[src/rtl/camera_pkg.sv]
// ============================================================================
// Module   : camera_pkg
// Purpose  : Shared FSM encoding and constants for the camera download blocks.
// Revision : 1.0
// ============================================================================
`default_nettype none

package camera_pkg;

    localparam int BYTE_W = 8;

    // Seven-segment code the camera shows when it is idle and ready.
    localparam logic [6:0] IDLE_DISPLAY = 7'b0111111;

    typedef enum logic [2:0] {
        ST_IDLE       = 3'd0,
        ST_WAIT_READY = 3'd1,
        ST_REQUEST    = 3'd2,
        ST_RECEIVE    = 3'd3,
        ST_DONE       = 3'd4
    } camState_t;

endpackage

`default_nettype wire

[src/rtl/camera_download_receiver_if.sv]
// ============================================================================
// Module   : camera_download_receiver_if
// Purpose  : Camera-side link and host-side FIFO/status signals of the receiver.
// Revision : 1.0
// ============================================================================
`default_nettype none

interface camera_download_receiver_if;
    import camera_pkg::*;

    logic              readyToDownload;
    logic [BYTE_W-1:0] curByte;
    logic              strobe;
    logic              start;
    logic              downloadReq;
    logic              rdEn;
    logic [BYTE_W-1:0] rdData;
    logic              empty;
    logic [3:0]        byteCount;
    logic [7:0]        checksum;
    logic              busy;
    logic              done;
    logic              timeout;
    logic              overflow;

    modport slave (
        input  readyToDownload, curByte, strobe, start, rdEn,
        output downloadReq, rdData, empty, byteCount, checksum,
               busy, done, timeout, overflow
    );

    modport master (
        output readyToDownload, curByte, strobe, start, rdEn,
        input  downloadReq, rdData, empty, byteCount, checksum,
               busy, done, timeout, overflow
    );
endinterface

`default_nettype wire

[src/rtl/sync_fifo.sv]
// ============================================================================
// Module   : sync_fifo
// Purpose  : Show-ahead synchronous FIFO; pointers carry an extra wrap bit.
// Revision : 1.0
// ============================================================================
`default_nettype none

module sync_fifo
    import camera_pkg::*;
#(
    parameter int DEPTH = 16,
    parameter int WIDTH = BYTE_W
)(
    input  logic             clock,
    input  logic             reset,
    input  logic             i_push,
    input  logic [WIDTH-1:0] i_pushData,
    input  logic             i_pop,
    output logic [WIDTH-1:0] o_popData,
    output logic             o_empty,
    output logic             o_full
);
    localparam int c_addrW = $clog2(DEPTH);

    logic [WIDTH-1:0] r_mem [DEPTH];
    logic [c_addrW:0] r_wrPtr;
    logic [c_addrW:0] r_rdPtr;
    logic             w_wrEn;
    logic             w_rdEn;

    assign o_empty = (r_wrPtr == r_rdPtr);
    assign o_full  = (r_wrPtr[c_addrW] != r_rdPtr[c_addrW]) &&
                     (r_wrPtr[c_addrW-1:0] == r_rdPtr[c_addrW-1:0]);

    // A pop frees the head slot in the same cycle, so a push into a full FIFO lands.
    assign w_wrEn = i_push && (!o_full || i_pop);
    assign w_rdEn = i_pop && !o_empty;

    assign o_popData = r_mem[r_rdPtr[c_addrW-1:0]];

    always_ff @(posedge clock or posedge reset) begin
        if (reset) begin
            r_wrPtr <= '0;
            r_rdPtr <= '0;
        end else begin
            if (w_wrEn) r_wrPtr <= r_wrPtr + 1'b1;
            if (w_rdEn) r_rdPtr <= r_rdPtr + 1'b1;
        end
    end

    always_ff @(posedge clock) begin
        if (w_wrEn) r_mem[r_wrPtr[c_addrW-1:0]] <= i_pushData;
    end

endmodule

`default_nettype wire

[src/rtl/camera_download_receiver.sv]
// ============================================================================
// Module   : camera_download_receiver
// Purpose  : Requests a camera buffer download and queues strobed bytes for the host.
// Revision : 1.0
// ============================================================================
`default_nettype none

module camera_download_receiver
    import camera_pkg::*;
#(
    parameter int FIFO_DEPTH     = 16,
    parameter int MAX_BYTES      = 10,
    parameter int TIMEOUT_CYCLES = 1024
)(
    input  logic clock,
    input  logic reset,
    camera_download_receiver_if.slave bus
);
    localparam int                 c_timerW    = (TIMEOUT_CYCLES > 2) ? $clog2(TIMEOUT_CYCLES) : 1;
    localparam logic [c_timerW-1:0] c_timerLast = c_timerW'(TIMEOUT_CYCLES - 1);

    camState_t           r_state;
    logic [1:0]          r_readySync;
    logic [1:0]          r_strobeSync;
    logic                r_strobePrev;
    logic                r_strobeEdge;
    logic [BYTE_W-1:0]   r_capByte;
    logic [c_timerW-1:0] r_timer;
    logic [3:0]          r_byteCount;
    logic [7:0]          r_checksum;
    logic                r_downloadReq;
    logic                r_busy;
    logic                r_done;
    logic                r_timeout;
    logic                r_overflow;

    logic                w_push;
    logic                w_full;
    logic                w_empty;
    logic [BYTE_W-1:0]   w_fifoData;
    logic                w_drop;
    logic [3:0]          w_countNext;
    logic [3:0]          w_countEff;
    logic                w_hitMax;
    logic                w_readyLost;

    // curByte is stable while strobe is high, so it is captured without a synchroniser.
    always_ff @(posedge clock or posedge reset) begin
        if (reset) begin
            r_readySync  <= 2'b00;
            r_strobeSync <= 2'b00;
            r_strobePrev <= 1'b0;
            r_strobeEdge <= 1'b0;
            r_capByte    <= '0;
        end else begin
            r_readySync  <= {r_readySync[0], bus.readyToDownload};
            r_strobeSync <= {r_strobeSync[0], bus.strobe};
            r_strobePrev <= r_strobeSync[1];
            r_strobeEdge <= r_strobeSync[1] & ~r_strobePrev;
            if (r_strobeSync[1] & ~r_strobePrev) r_capByte <= bus.curByte;
        end
    end

    assign w_push      = (r_state == ST_RECEIVE) && r_strobeEdge;
    assign w_drop      = w_push && w_full && !bus.rdEn;
    assign w_countNext = (r_byteCount == 4'hF) ? 4'hF : r_byteCount + 4'd1;
    assign w_countEff  = r_strobeEdge ? w_countNext : r_byteCount;
    assign w_hitMax    = int'(w_countEff) >= MAX_BYTES;
    assign w_readyLost = !r_readySync[1] && (w_countEff != 4'd0);

    sync_fifo #(
        .DEPTH (FIFO_DEPTH),
        .WIDTH (BYTE_W)
    ) u_fifo (
        .clock      (clock),
        .reset      (reset),
        .i_push     (w_push),
        .i_pushData (r_capByte),
        .i_pop      (bus.rdEn),
        .o_popData  (w_fifoData),
        .o_empty    (w_empty),
        .o_full     (w_full)
    );

    always_ff @(posedge clock or posedge reset) begin
        if (reset) begin
            r_state       <= ST_IDLE;
            r_timer       <= '0;
            r_byteCount   <= 4'd0;
            r_checksum    <= 8'd0;
            r_downloadReq <= 1'b0;
            r_busy        <= 1'b0;
            r_done        <= 1'b0;
            r_timeout     <= 1'b0;
            r_overflow    <= 1'b0;
        end else begin
            case (r_state)
                ST_IDLE, ST_DONE: begin
                    if (bus.start) begin
                        r_state     <= ST_WAIT_READY;
                        r_busy      <= 1'b1;
                        r_done      <= 1'b0;
                        r_byteCount <= 4'd0;
                        r_checksum  <= 8'd0;
                        r_timeout   <= 1'b0;
                        r_overflow  <= 1'b0;
                    end
                end
                ST_WAIT_READY: begin
                    if (r_readySync[1]) begin
                        r_state       <= ST_REQUEST;
                        r_downloadReq <= 1'b1;
                    end
                end
                ST_REQUEST: begin
                    r_downloadReq <= 1'b0;
                    r_timer       <= '0;
                    r_state       <= ST_RECEIVE;
                end
                ST_RECEIVE: begin
                    if (r_strobeEdge) begin
                        r_byteCount <= w_countNext;
                        r_checksum  <= r_checksum + r_capByte;
                        r_timer     <= '0;
                        if (w_drop) r_overflow <= 1'b1;
                    end else if (r_timer != c_timerLast) begin
                        r_timer <= r_timer + c_timerW'(1);
                    end

                    if (w_hitMax || w_readyLost) begin
                        r_state <= ST_DONE;
                        r_busy  <= 1'b0;
                        r_done  <= 1'b1;
                    end else if (!r_strobeEdge && r_timer == c_timerLast) begin
                        r_state   <= ST_DONE;
                        r_busy    <= 1'b0;
                        r_done    <= 1'b1;
                        r_timeout <= 1'b1;
                    end
                end
                default: r_state <= ST_IDLE;
            endcase
        end
    end

    assign bus.downloadReq = r_downloadReq;
    assign bus.rdData      = w_fifoData;
    assign bus.empty       = w_empty;
    assign bus.byteCount   = r_byteCount;
    assign bus.checksum    = r_checksum;
    assign bus.busy        = r_busy;
    assign bus.done        = r_done;
    assign bus.timeout     = r_timeout;
    assign bus.overflow    = r_overflow;

endmodule

`default_nettype wire

[src/flat_wrapper.sv]
// flat-port wrapper written by rule: the top's interface ports become plain ports
module camera_download_receiver_flat import camera_pkg::*;
#(
    parameter int FIFO_DEPTH     = 16,
    parameter int MAX_BYTES      = 10,
    parameter int TIMEOUT_CYCLES = 1024
)
  (clock, reset, bus_readyToDownload, bus_curByte, bus_strobe, bus_start, bus_rdEn, bus_downloadReq, bus_rdData, bus_empty, bus_byteCount, bus_checksum, bus_busy, bus_done, bus_timeout, bus_overflow);
  camera_download_receiver_if bus_i ();
  input  logic clock;
  input  logic reset;
  input wire logic [$bits(bus_i.readyToDownload)-1:0] bus_readyToDownload;
  input wire logic [$bits(bus_i.curByte)-1:0] bus_curByte;
  input wire logic [$bits(bus_i.strobe)-1:0] bus_strobe;
  input wire logic [$bits(bus_i.start)-1:0] bus_start;
  input wire logic [$bits(bus_i.rdEn)-1:0] bus_rdEn;
  output wire logic [$bits(bus_i.downloadReq)-1:0] bus_downloadReq;
  output wire logic [$bits(bus_i.rdData)-1:0] bus_rdData;
  output wire logic [$bits(bus_i.empty)-1:0] bus_empty;
  output wire logic [$bits(bus_i.byteCount)-1:0] bus_byteCount;
  output wire logic [$bits(bus_i.checksum)-1:0] bus_checksum;
  output wire logic [$bits(bus_i.busy)-1:0] bus_busy;
  output wire logic [$bits(bus_i.done)-1:0] bus_done;
  output wire logic [$bits(bus_i.timeout)-1:0] bus_timeout;
  output wire logic [$bits(bus_i.overflow)-1:0] bus_overflow;
  assign bus_i.readyToDownload = bus_readyToDownload;
  assign bus_i.curByte = bus_curByte;
  assign bus_i.strobe = bus_strobe;
  assign bus_i.start = bus_start;
  assign bus_i.rdEn = bus_rdEn;
  assign bus_downloadReq = bus_i.downloadReq;
  assign bus_rdData = bus_i.rdData;
  assign bus_empty = bus_i.empty;
  assign bus_byteCount = bus_i.byteCount;
  assign bus_checksum = bus_i.checksum;
  assign bus_busy = bus_i.busy;
  assign bus_done = bus_i.done;
  assign bus_timeout = bus_i.timeout;
  assign bus_overflow = bus_i.overflow;
  camera_download_receiver #(.FIFO_DEPTH(FIFO_DEPTH), .MAX_BYTES(MAX_BYTES), .TIMEOUT_CYCLES(TIMEOUT_CYCLES)) u_core (.clock(clock), .reset(reset), .bus(bus_i));
endmodule
[config.mk]
export PLATFORM = sky130hd
export DESIGN_NAME = camera_download_receiver_flat
export DESIGN_NICKNAME = d
export VERILOG_FILES = /design/src/rtl/camera_pkg.sv /design/src/rtl/camera_download_receiver_if.sv /design/src/rtl/sync_fifo.sv /design/src/rtl/camera_download_receiver.sv /design/src/flat_wrapper.sv
export SDC_FILE = /design/constraint.sdc
export NUM_CORES = 1
export LEC_CHECK = 0
export ABC_AREA = 1
export CAP_MARGIN = 20
export CORE_UTILIZATION = 25
export CTS_CLUSTER_DIAMETER = 40
export DETAILED_ROUTE_END_ITERATION = 16
export GPL_TIMING_DRIVEN = 0
export PLACE_DENSITY = 0.46
export SYNTH_ARGS = -nofsm -noshare
export SYNTH_HDL_FRONTEND = slang
export SYNTH_SLANG_ARGS = --single-unit
[constraint.sdc]
create_clock -name clock -period 2.3 [get_ports clock]
set_input_delay 0.46 -clock clock [delete_from_list [all_inputs] [get_ports clock]]
set_output_delay 0.46 -clock clock [all_outputs]
set_load 0.005 [all_outputs]
==> results.toml <==
[status]
violations = "setup timing"
status = "finished, violations left"

[sta]
worst_slack_ps = -277
finalClockSkew_ps = 14.8
finalHoldViolCount = 0
timing.hold.ws_ps = 323
slew_headroom_pct = 45.2
worst_pin_slew_ps = 822
layout_worst_path_cycle_share_pct = 112
slew_viol_final = 0
period_needed_ps = 2580
max_freq_mhz = 388
rsz0062_at_grt = "true"
setup_viol = 8

[drt]
dr_total_vias = 5589
wire_per_inst_um = 17.1
wl_met3_um = 856
drtAntennaViolNets = 0
drc = 0
viasPerCell = 4.45
drt_iter0_drc = 361
firstDrtPassIters = 4
highest_layer = "met4"
wl_met2_um = 10200
wl_met1_um = 10200
routed_wl_um = 21500

[global_route]
antenna_found_initial = 0
groute.usage.overall_pct = 13.7
grt_pass1_vias = 5655
grt_overflow = 0
grt_max_degree = 39
grt_pass1_wl_um = 33200

[logic_synthesis]
synth_top_area_cell = "edfxtp_1"
yosys.area.top_type_share_pct = 48.0
ys_seq_area_share_pct = 64.9
yosysMostFrequentCell = "nand2_1"
async_flop_share_pct = 29.7
synth_seq_cells = 182
synth_commonest_cells = "nand2_1 (133), nor2_1 (131), edfxtp_1 (128)"
yosys_warnings = 0
syn_inst = 748
synth_cell_type_count = 37
synth_top_family_by_area = "simple AND/OR/NAND/NOR gates"
synth_mux_area_share_pct = 0
yosys.area_share.adder_pct = 2.44
synth_area_per_cell_um2 = 10.7
synth_nets = 777
synth_flop_cell = "edfxtp_1"
synth.area.top_cells = "edfxtp_1 (48%), dfrtp_1 (17%), nand2_1 (6.2%)"
synth_edf_count = 128
synth-compound-area-share_pct = 9.47
netlist_area_um2 = 8000
synth_xor_xnor_area_share_pct = 1.53
synthSimpleGateAreaFrac_pct = 17.6

[placed_design]
placed_cell_area_um2 = 8920
io_buffers = 39
gp_congestion = 0.808
dpl.hpwl_um = 13900

[setup_path]
crit_required_ps = 1840
r2r_slack_ps = 150
cp-end-kind = "output port"
crit_type = "reg2out"
startpoint_type = "flop"
worstPathMaxFanout = 10
worstPathArrival_ps = 2120

[power]
p_leak_nw = 3.96
ir_worst_vdd_mv = 0.463
finalPower_mw = 12.3
power_density_nw_per_um2 = 1180

[min_path]
hold_class = "in2async"

[die]
std_cell_rows = 65
die_w_um = 181
die_area_um2 = 32700
io_pins = 40
die_h_um = 181
start_util_pct = 25.4
core-area_um2 = 31600

[cells_and_area]
fin_nets = 870
fillerInstances = 3197
drive_gt1_share_pct = 23.7
design_area_um2 = 10400
multi_input_area_um2 = 2890
synthToLayoutAreaGrowth_pct = 30.0
regArea_um2 = 5200
diodes = 0

[cts]
path_clk_slew_ps = 80
clock_latency_ps = 440
cts.sinks = 182
hold_buffers = 0
ctsLongestPathBuffers = 2
cts_tree = "yes"
cts_buffers = 17
cts-root-buf = "clkbuf_16"
h-tree-depth = 4

[job]
max_cap_viol_count = 0
==> through the flow <==
step | setup TNS (ps) | setup WS (ps) | cells | util (%)
floorplan | 0 | 449 | 748 | -
global placement | -71270 | -765 | 1189 | 28.2
detailed placement | -30430 | -568 | 1190 | 28.3
CTS | -1800 | -278 | 1249 | 32.2
global route | -2560 | -350 | 1256 | 33.0
finish | -1590 | -277 | 1256 | 33.0
==> worst max-delay path, stage by stage, from the launching register on <==
cell and delay, ps:
dfrtp_2 470, buf_4 160, clkbuf_2 200, o21ai_0 340, o32ai_4 160, nand2_1 110
nand3_2 90, buf_2 150
==> final timing paths <==
check	startpoint	to	cells after the start
worst min register to register	u_core.r_readySync[0]	u_core.r_readySync[1]	0
worst min-delay path	reset	u_core.bus.byteCount[1]	2
max in group asynchronous	reset	u_core.u_fifo.r_rdPtr[0]	3
worst max-delay path	u_core.u_fifo.r_rdPtr[0]	bus_rdData[5]	7
worst max register to register	u_core.u_fifo.r_rdPtr[1]	u_core.u_fifo.r_mem[2][3]	9
min in group clock	u_core.r_readySync[0]	u_core.r_readySync[1]	0
==> repair_timing <==
action,4_1_cts,5_1_grt
cloned,2,2
resized for setup,178,46
pin swaps,36,28
setup buffers,25,6
endpoints found under the setup margin,84,79
==> metal layers <==
layer	GRT usage [%]	vias to the layer above
met5	0	-
met4	4.07	0
met3	3.37	16
met2	21.6	87
met1	18.5	2714
li1	-	2772
==> cell families after synthesis <==
family	count (synthesis)
AO/OA/AOI/OAI	127
flip-flops	182
buffers and inverters	77
adder cells (fa/ha/maj)	15
AND/OR/NAND/NOR	333
XOR/XNOR	14
==> power by group <==
group          leakage (nW)  internal, mW  switching, mW  total [mW]
clock                 0.281          1.45           1.42        2.86
sequential             1.85          3.83          0.367        4.20
combinational          1.83          2.37           2.88        5.24
==> area by class of cell <==
| cell class | count | share of cell area [%] |
|---|---|---|
| Multi-Input combinational cell | 489 | 27.8 |
| Inverter | 50 | 1.85 |
| Clock buffer | 17 | 4.09 |
| Clock inverter | 15 | 1.47 |
| Buffer | 26 | 2.59 |
| Tap cell | 402 | 4.84 |
| Sequential cell | 182 | 50.0 |
| Timing Repair Buffer | 75 | 7.40 |
==> sequential cells by signal (all words and copies together) (netlist names), 2 cells and up <==
register / cells
u_core.r_timer: 10
u_core.r_readySync: 2
u_core.u_fifo.r_rdPtr: 5
u_core.r_state: 3
u_core.r_capByte: 8
u_core.bus.checksum: 8
u_core.r_strobeSync: 2
u_core.u_fifo.r_wrPtr: 5
u_core.bus.byteCount: 4
u_core.u_fifo.r_mem: 128
==> cell usage in the layout (no fill, tap or decap), types with 4 or more instances in the layout <==
master,n
nand2_1,131
o32ai_2,6
buf_4,18
nor3_1,5
buf_6,14
dfrtp_1,51
ha_1,14
nand3_1,27
buf_8,11
clkbuf_4,4
inv_1,42
o21ai_1,27
nor2_4,17
nand3_2,10
nand2_2,9
nor2_2,25
xor2_1,12
o21ai_2,11
nor2_1,94
edfxtp_1,128
inv_8,5
buf_2,12
clkinv_4,4
a21oi_1,9
o32ai_1,5
o21ai_0,40
o211ai_1,16
o32ai_4,5
clkbuf_16,20
clkdlybuf4s50_1,30
nand4_1,7
inv_2,7
Power figures use the tool's default switching activity.
